File: config.mk
export PLATFORM = sky130hd
export DESIGN_NAME = comet2_fetch_unit
export DESIGN_NICKNAME = d
export VERILOG_FILES = /design/src/rtl/comet2_pkg.sv /design/src/rtl/comet2_inst_len.sv /design/src/rtl/comet2_fetch_unit.sv
export SDC_FILE = /design/constraint.sdc
export NUM_CORES = 1
export LEC_CHECK = 0
export ABC_AREA = 1
export ABC_CLOCK_PERIOD_IN_PS = 4600
export BUFFER_PORTS_ARGS = -buffer_cell sky130_fd_sc_hd__buf_4
export CAP_MARGIN = 15
export CORE_ASPECT_RATIO = 0.9
export CORE_MARGIN = 2
export CORE_UTILIZATION = 55
export DETAILED_ROUTE_END_ITERATION = 12
export PLACE_DENSITY = 0.82
export SETUP_SLACK_MARGIN = 0.05
export SYNTH_ARGS = -nofsm -noshare
export SYNTH_HDL_FRONTEND = slang
export SYNTH_SLANG_ARGS = --single-unit
File: constraint.sdc
create_clock -name mclk -period 4.6 [get_ports mclk]
set_clock_uncertainty 0.15 [all_clocks]
set_input_delay 0.69 -clock mclk [delete_from_list [all_inputs] [get_ports mclk]]
set_output_delay 0.69 -clock mclk [all_outputs]
set_load 0.01 [all_outputs]
File: src/rtl/comet2_pkg.sv
// comet2_pkg: COMET II opcode constants, fetch FSM states and the
// instruction-length rule shared by the fetch and decode stages.
package comet2_pkg;

  localparam logic [7:0] OP_NOP    = 8'h00;
  localparam logic [7:0] OP_LD     = 8'h10;
  localparam logic [7:0] OP_ST     = 8'h11;
  localparam logic [7:0] OP_LAD    = 8'h12;
  localparam logic [7:0] OP_LD_R   = 8'h14;
  localparam logic [7:0] OP_ADDA   = 8'h20;
  localparam logic [7:0] OP_SUBA   = 8'h21;
  localparam logic [7:0] OP_ADDL   = 8'h22;
  localparam logic [7:0] OP_SUBL   = 8'h23;
  localparam logic [7:0] OP_ADDA_R = 8'h24;
  localparam logic [7:0] OP_SUBA_R = 8'h25;
  localparam logic [7:0] OP_ADDL_R = 8'h26;
  localparam logic [7:0] OP_SUBL_R = 8'h27;
  localparam logic [7:0] OP_AND    = 8'h30;
  localparam logic [7:0] OP_OR     = 8'h31;
  localparam logic [7:0] OP_XOR    = 8'h32;
  localparam logic [7:0] OP_AND_R  = 8'h34;
  localparam logic [7:0] OP_OR_R   = 8'h35;
  localparam logic [7:0] OP_XOR_R  = 8'h36;
  localparam logic [7:0] OP_CPA    = 8'h40;
  localparam logic [7:0] OP_CPL    = 8'h41;
  localparam logic [7:0] OP_CPA_R  = 8'h44;
  localparam logic [7:0] OP_CPL_R  = 8'h45;
  localparam logic [7:0] OP_SLA    = 8'h50;
  localparam logic [7:0] OP_SRA    = 8'h51;
  localparam logic [7:0] OP_SLL    = 8'h52;
  localparam logic [7:0] OP_SRL    = 8'h53;
  localparam logic [7:0] OP_JMI    = 8'h61;
  localparam logic [7:0] OP_JNZ    = 8'h62;
  localparam logic [7:0] OP_JZE    = 8'h63;
  localparam logic [7:0] OP_JUMP   = 8'h64;
  localparam logic [7:0] OP_JPL    = 8'h65;
  localparam logic [7:0] OP_JOV    = 8'h66;
  localparam logic [7:0] OP_PUSH   = 8'h70;
  localparam logic [7:0] OP_POP    = 8'h71;
  localparam logic [7:0] OP_CALL   = 8'h80;
  localparam logic [7:0] OP_RET    = 8'h81;
  localparam logic [7:0] OP_SVC    = 8'hF0;

  typedef enum logic [1:0] {
    FETCH1 = 2'd0,
    FETCH2 = 2'd1,
    HOLD   = 2'd2
  } fetch_state_e;

  // Register-to-register ALU/compare forms (high nibble 1..4 with bit 2 set),
  // NOP, POP and RET are one word; every other opcode, defined or not,
  // carries an adr word.
  function automatic logic is_two_word(input logic [7:0] op);
    logic one_word;
    one_word = (op == OP_NOP) || (op == OP_POP) || (op == OP_RET) ||
               ((op[7:4] >= 4'd1) && (op[7:4] <= 4'd4) && op[2]);
    return !one_word;
  endfunction

endpackage

File: src/rtl/comet2_inst_len.sv
// comet2_inst_len: classifies an opcode word as one- or two-word.
module comet2_inst_len
  import comet2_pkg::*;
(
  input  logic [15:0] i_word1,
  output logic        o_len2
);

  // Register fields never influence the length; folded away explicitly.
  logic w_unused_reg_fields;

  assign w_unused_reg_fields = ^i_word1[7:0];
  assign o_len2              = is_two_word(i_word1[15:8]);

endmodule

File: src/rtl/comet2_fetch_unit.sv
// comet2_fetch_unit: COMET II instruction fetch. Reads program RAM from the
// PC, assembles one/two-word instructions and holds each one for decode.
module comet2_fetch_unit
  import comet2_pkg::*;
#(
  parameter logic [15:0] RESET_PC = 16'h0000
) (
  input  logic        mclk,
  input  logic        rst,
  input  logic        fetch_en,
  input  logic        pc_load,
  input  logic [15:0] pc_load_value,
  output logic        re,
  output logic [15:0] raddr,
  input  logic [15:0] rdata,
  output logic        inst_valid,
  input  logic        inst_ready,
  output logic [15:0] inst_word1,
  output logic [15:0] inst_word2,
  output logic        inst_len2,
  output logic [15:0] inst_pc
);

  fetch_state_e r_state, w_state_nxt;
  logic [15:0]  r_pc, w_pc_nxt;
  logic [15:0]  r_stage_word1, w_stage_word1_nxt;
  logic [15:0]  r_stage_pc, w_stage_pc_nxt;
  logic         r_valid, w_valid_nxt;
  logic [15:0]  r_word1, w_word1_nxt;
  logic [15:0]  r_word2, w_word2_nxt;
  logic         r_len2, w_len2_nxt;
  logic [15:0]  r_inst_pc, w_inst_pc_nxt;
  logic         w_rdata_len2;
  logic         w_re;

  comet2_inst_len u_inst_len (
    .i_word1 (rdata),
    .o_len2  (w_rdata_len2)
  );

  // Read strobe: only in fetch cycles, and quiet while reset is held.
  always_comb begin
    w_re = 1'b0;
    if (rst) begin
      w_re = 1'b0;
    end else if (r_state == FETCH2) begin
      w_re = 1'b1;
    end else if (r_state == FETCH1) begin
      w_re = fetch_en;
    end else begin
      w_re = 1'b0;
    end
  end

  assign re    = w_re;
  assign raddr = w_re ? r_pc : 16'h0000;

  // Next state; a redirect overrides every other transition. A two-word
  // opcode waits in the stage registers so decode outputs only move on
  // the edge that enters HOLD.
  always_comb begin
    w_state_nxt       = r_state;
    w_pc_nxt          = r_pc;
    w_stage_word1_nxt = r_stage_word1;
    w_stage_pc_nxt    = r_stage_pc;
    w_valid_nxt       = r_valid;
    w_word1_nxt       = r_word1;
    w_word2_nxt       = r_word2;
    w_len2_nxt        = r_len2;
    w_inst_pc_nxt     = r_inst_pc;
    if (pc_load) begin
      w_state_nxt = FETCH1;
      w_pc_nxt    = pc_load_value;
      w_valid_nxt = 1'b0;
    end else begin
      case (r_state)
        FETCH1: begin
          if (fetch_en) begin
            w_pc_nxt = r_pc + 16'd1;
            if (w_rdata_len2) begin
              w_stage_word1_nxt = rdata;
              w_stage_pc_nxt    = r_pc;
              w_state_nxt       = FETCH2;
            end else begin
              w_word1_nxt   = rdata;
              w_word2_nxt   = 16'h0000;
              w_len2_nxt    = 1'b0;
              w_inst_pc_nxt = r_pc;
              w_valid_nxt   = 1'b1;
              w_state_nxt   = HOLD;
            end
          end else begin
            w_state_nxt = FETCH1;
          end
        end
        FETCH2: begin
          w_pc_nxt      = r_pc + 16'd1;
          w_word1_nxt   = r_stage_word1;
          w_word2_nxt   = rdata;
          w_len2_nxt    = 1'b1;
          w_inst_pc_nxt = r_stage_pc;
          w_valid_nxt   = 1'b1;
          w_state_nxt   = HOLD;
        end
        HOLD: begin
          if (inst_ready) begin
            w_valid_nxt = 1'b0;
            w_state_nxt = FETCH1;
          end else begin
            w_state_nxt = HOLD;
          end
        end
        default: begin
          w_valid_nxt = 1'b0;
          w_state_nxt = FETCH1;
        end
      endcase
    end
  end

  // State, PC and instruction registers.
  always_ff @(posedge mclk or posedge rst) begin
    if (rst) begin
      r_state       <= FETCH1;
      r_pc          <= RESET_PC;
      r_stage_word1 <= 16'h0000;
      r_stage_pc    <= 16'h0000;
      r_valid       <= 1'b0;
      r_word1       <= 16'h0000;
      r_word2       <= 16'h0000;
      r_len2        <= 1'b0;
      r_inst_pc     <= 16'h0000;
    end else begin
      r_state       <= w_state_nxt;
      r_pc          <= w_pc_nxt;
      r_stage_word1 <= w_stage_word1_nxt;
      r_stage_pc    <= w_stage_pc_nxt;
      r_valid       <= w_valid_nxt;
      r_word1       <= w_word1_nxt;
      r_word2       <= w_word2_nxt;
      r_len2        <= w_len2_nxt;
      r_inst_pc     <= w_inst_pc_nxt;
    end
  end

  assign inst_valid = r_valid;
  assign inst_word1 = r_word1;
  assign inst_word2 = r_word2;
  assign inst_len2  = r_len2;
  assign inst_pc    = r_inst_pc;

endmodule
# Yosys cells after proc, flatten, opt, wreduce, memory -nomap -nowiden
# Index checks and enable logic that the tools add are counted.
dict set report totals {
  ff_bits 100
  wordCells 65
}
dict set report classes {
  eq_ne 9
  n_reduce_logical 13
  n_bitwise 2
  n_mux 29
  add_sub_neg 1
  order_cmp 2
}
# cell n
set ops {}
lappend ops {{$mux 16} 9}
lappend ops {{$pmux 16 s2} 4}
lappend ops {{$add 16x1->16 const B} 1}
lappend ops {{$mux 1} 9}
lappend ops {{$eq 8x7->1 const B} 1}
lappend ops {{$eq 8x8->1 const B} 1}
lappend ops {{$logic_not 8->1} 1}
lappend ops {{$mux 2} 4}
lappend ops {{$reduce_and 4->1} 2}
lappend ops {{$ne 3x3->1 const B} 2}
lappend ops {{$pmux 2 s3} 1}
lappend ops {{$ge 4x1->1 const B} 1}
lappend ops {{$le 4x3->1 const B} 1}
lappend ops {{$logic_or 1x1->1} 3}
lappend ops {{$ne 3x2->1 const B} 1}
lappend ops {{$pmux 1 s3} 1}
lappend ops {{$reduce_and 3->1} 1}
lappend ops {{$reduce_bool 3->1} 1}
lappend ops {{$eq 2x1->1 const B} 1}
lappend ops {{$eq 2x2->1 const B} 1}
lappend ops {{$logic_and 1x1->1} 2}
lappend ops {{$logic_not 2->1} 1}
lappend ops {{$ne 2x1->1 const B} 1}
lappend ops {{$ne 2x2->1 const B} 1}
lappend ops {{other kinds (4)} 5}

# Logic depth before layout (Yosys ltp)
dict set report depth {
  ltp_word 8
  ltp_mapped 11
  depth_no_buf 9
}

# Cells and area by module
# A second synthesis with hierarchy kept.
dict set report hier_totals {
  cells_unflattened 577
  hier_area_um2 4823.4
}
# module instances cells_per_inst area_per_inst_um2
set modules_own_cells {}
lappend modules_own_cells {comet2_fetch_unit 1 553 4712.0}
lappend modules_own_cells {comet2_inst_len 1 24 111.4}

# Worst setup path before layout
# OpenSTA, ideal clock, no wires.
dict set report synth_path {
  path_kind {input-to-output}
  start {input fetch_en}
  end {output raddr[10]}
  arrival_time_ns 1.573
  path_slack_ns 2.187
  required_time_ns 3.760
  cell_stages 7
  path_buffers 1
  cell_sequence {nand2_2 nand2_2 inv_1 nor2_1 inv_1 buf_2 nor2_1}
}
dict set report synth_via {
  elab_chain_len 4
}
# item line
set synth_rtl {}
lappend synth_rtl {{from (decl)} comet2_fetch_unit.sv:10} ;# input logic fetch_en,
lappend synth_rtl {{$mux 1} comet2_fetch_unit.sv:48} ;# end else if (r_state == FETCH1) begin
lappend synth_rtl {{$mux 1} comet2_fetch_unit.sv:46} ;# end else if (r_state == FETCH2) begin
lappend synth_rtl {{$mux 1} comet2_fetch_unit.sv:44} ;# if (rst) begin
lappend synth_rtl {{net re} comet2_fetch_unit.sv:13} ;# output logic re,
lappend synth_rtl {{$mux 16} comet2_fetch_unit.sv:56} ;# assign raddr = w_re ? r_pc : 16'h0000;
lappend synth_rtl {{to (decl)} comet2_fetch_unit.sv:14} ;# output logic [15:0] raddr,
# The timed path passes the listed nets, and every way through them passes these cells.

# Final worst setup path
dict set report layout_path {
  start {register r_state[0]}
  end {output raddr[7]}
}
dict set report layout_via {
  elab_chain_len 5
  elab_cells_between_ends 6
}
# item line
set layout_rtl {}
lappend layout_rtl {{from (decl)} comet2_fetch_unit.sv:24} ;# fetch_state_e r_state, w_state_nxt;
lappend layout_rtl {{from (signal assigned)} comet2_fetch_unit.sv:134} ;# r_state <= w_state_nxt;
lappend layout_rtl {{$logic_not 2->1} comet2_fetch_unit.sv:48}
lappend layout_rtl {{$mux 1} comet2_fetch_unit.sv:48}
lappend layout_rtl {{$mux 1 (*)} comet2_fetch_unit.sv:46}
lappend layout_rtl {{$mux 1 (*)} comet2_fetch_unit.sv:44}
lappend layout_rtl {{$mux 16 (*)} comet2_fetch_unit.sv:56}
# Mark *: on every way between the ends. The rest lies on a longest branch, timed or not.

==> metrics.txt <==
GR Overflow Total 0; clock buffer depth 2; Netlist Area Pre-Place 0.00483 sq mm; NumNets Final 760; setup violation total in the final timing report 0; clk slew on worst S/H paths 100 ps; routability cong. 0.946; Distinct cells, synth 30; CTS tree built; Clock Latency Late Sink 370 ps; net switching power 0.863 mW; Initial Util 56.3%; Die Wd 103 um; post-synth top area cell dfrtp_1; status completed; post-layout util 67.8%; Remaining DRCs 0; Syn Nets 674; Clock Sinks 100; Comb pwr share 29.0%; dpl hpwl 8070 um; vias post-DR 4,497; first-pass GRT wire length 19,100 um; Clock power frac 22.3%; Critical Path Start Type flop; Yosys top cell area share 51.8%; # resized after CTS 0; layout cells sized above 1 18.8%; switching share of total power 33.7%; Commonest cells post-synth nand2_1 (284), dfrtp_1 (100), o21ai_0 (50), nand3_1 (48), nor2_1 (39); Fin Setup TNS 0 ps; post-route clock period utilization 63.4%; Synth Instances 636; initial antenna violation count 0; RSZ-0062 raised after global routing false; Max Slew Vio Count 0; internal cell power 1.70 mW; crit path DAT 2080 ps; Max Cap Violations 0; WHS 298 ps; Num CTS Buffers 9; placed insts 830; Core ar. 0.00857 sq mm; WP data required 3760 ps; vias in the first global route 4,138; Vias/cell 5.32; maximum fanout along the worst path 16; Routed Antenna Nets 0; Antenna diodes 0; GRT Overall Usage 25.5%; Rel. slew slack 48.2%; CP Class reg2out; # IOs 104; top-count cell post-synth nand2_1; Post-synth EDFFs 0; sequential share of the synthesized area 51.8%; fmax 343 MHz; synth warn 0; Routed WL 11,700 um; CP endpoint kind primary output; Most used DFF post-synth dfrtp_1; Yosys reg bits 100; Synth async-reset ratio 100%; drt initial violations 301; Slew @ Worst Pin 777 ps; Flop pwr share 48.8%; Syn Area/Cell 7.59 sq um; FILL cells 772; H-Tree Depth 3; Power, Total 2.56 mW; buffer count from post-CTS setup fixing 0; Root Driver clkbuf_8; number of buffers added on ports 103; Pwr Density 441 mW/mm^2; Worst Hold Class in2async; die area 0.00954 sq mm; Routed wire per std cell 13.9 um; Area contributors post-synth dfrtp_1 (52%), nand2_1 (22%), o21ai_0 (5.2%); Die Ht 92.9 um; Area growth, synth to finish 20.4%; largest net degree at the start of global routing 58; DRT Pass-1 Iters 6; Tmin final 2920 ps; final hold viol count 0; Rows 32; Lkg Pwr 3.12 nW; Non-Filler Instances 846; maximum vdd drop 0.254 mV; hold_buf cts 0
-- state kept, by name (all words and copies together), names as in the netlist --
signal / count
r_state: 2
inst_valid: 1
r_pc: 16
r_stage_word1: 16
inst_len2: 1
inst_word1: 16
inst_pc: 16
inst_word2: 16
r_stage_pc: 16
-- layout make-up --
class                           instances  area (sq um)  area share (%)
Sequential cell                       100          2500            43.1
Multi-Input combinational cell        464          2010            34.6
Timing Repair Buffer                  105           788            13.6
Inverter                               42           160            2.76
Tap cell                              119           149            2.56
Clock buffer                           10           138            2.37
Clock inverter                          6          63.8            1.10
-- cells in the final DEF (no fill, tap or decap), drive strengths merged --
| cell | instances |
|---|---|
| o221ai | 1 |
| clkinvlp | 2 |
| buf | 105 |
| ha | 1 |
| o22ai | 1 |
| dfrtp | 100 |
| nor2 | 40 |
| inv | 41 |
| bufinv | 1 |
| o311ai | 1 |
| or2 | 1 |
| a21oi | 5 |
| o21ai | 56 |
| nor3 | 6 |
| xor2 | 2 |
| nand4 | 4 |
| a31oi | 1 |
| o211ai | 4 |
| nand3 | 50 |
| nand2 | 291 |
| clkinv | 4 |
| clkbuf | 10 |
-- routing by layer --
| layer | GRT usage (%) | vias up | share of wire [%] |
|---|---|---|---|
| li1 | - | 2177 | - |
| met1 | 35.8 | 2157 | 44 |
| met2 | 39.8 | 144 | 49 |
| met3 | 4.15 | 19 | 5.5 |
| met4 | 10.1 | 0 | 1.9 |
| met5 | 0 | - | 0 |
-- critical path: stages, from the launching register on --
cell and delay [ps]:
dfrtp_1 480, nand2_2 260, nand2_2 220, inv_1 50, nor2_1 120, inv_1 240
nor2_1 190, buf_4 150
-- power by group through the flow --
| stage | sequential [mW] | clock (mW) | combinational, mW |
|---|---|---|---|
| final | 1.25 | 0.571 | 0.743 |
| after global routing | 1.28 | 0.611 | 0.830 |
| after CTS | 1.25 | 0.575 | 0.750 |
| after detailed placement | 1.26 | 0 | 0.749 |
| after global placement | 1.26 | 0 | 0.719 |
| after floorplan | 1.30 | 0 | 0.348 |
-- worst paths after layout --
path                       slack, ps                 startpoint  cells past startpoint                            to
min in group mclk                330  inst_word1[4]$_DFFE_PP0P_                      2     inst_word1[4]$_DFFE_PP0P_
hold reg to reg                  330  inst_word1[4]$_DFFE_PP0P_                      2     inst_word1[4]$_DFFE_PP0P_
max in group asynchronous       2980                        rst                      3  r_stage_word1[0]$_DFFE_PP0P_
setup / recovery                1680       r_state[0]$_DFF_PP0_                      7                      raddr[7]
setup reg to reg                1940       r_state[0]$_DFF_PP0_                      7     inst_word2[7]$_DFFE_PP0P_
hold / removal                   300                        rst                      2           r_pc[1]$_DFFE_PP0P_
-- kinds of logic after synthesis --
kind of cell / count (synthesis) / synth area share [%]
xor+xnor: 2 / 0.363
buf+inv: 72 / 6.53
fa+ha+maj: 1 / 0.259
simple gates: 392 / 33.4
compound gates: 69 / 7.57
flops: 100 / 51.8
-- per-stage QoR --
step	area (sq um)	worst slack (ps)
4_1_cts	5810	1700
2_1_floorplan	4830	1140
3_3_place_gp	5610	1900
3_5_place_dp	5610	1760
5_1_grt	5810	1520
6_report	5810	1680
Power figures use the tool's default switching activity.
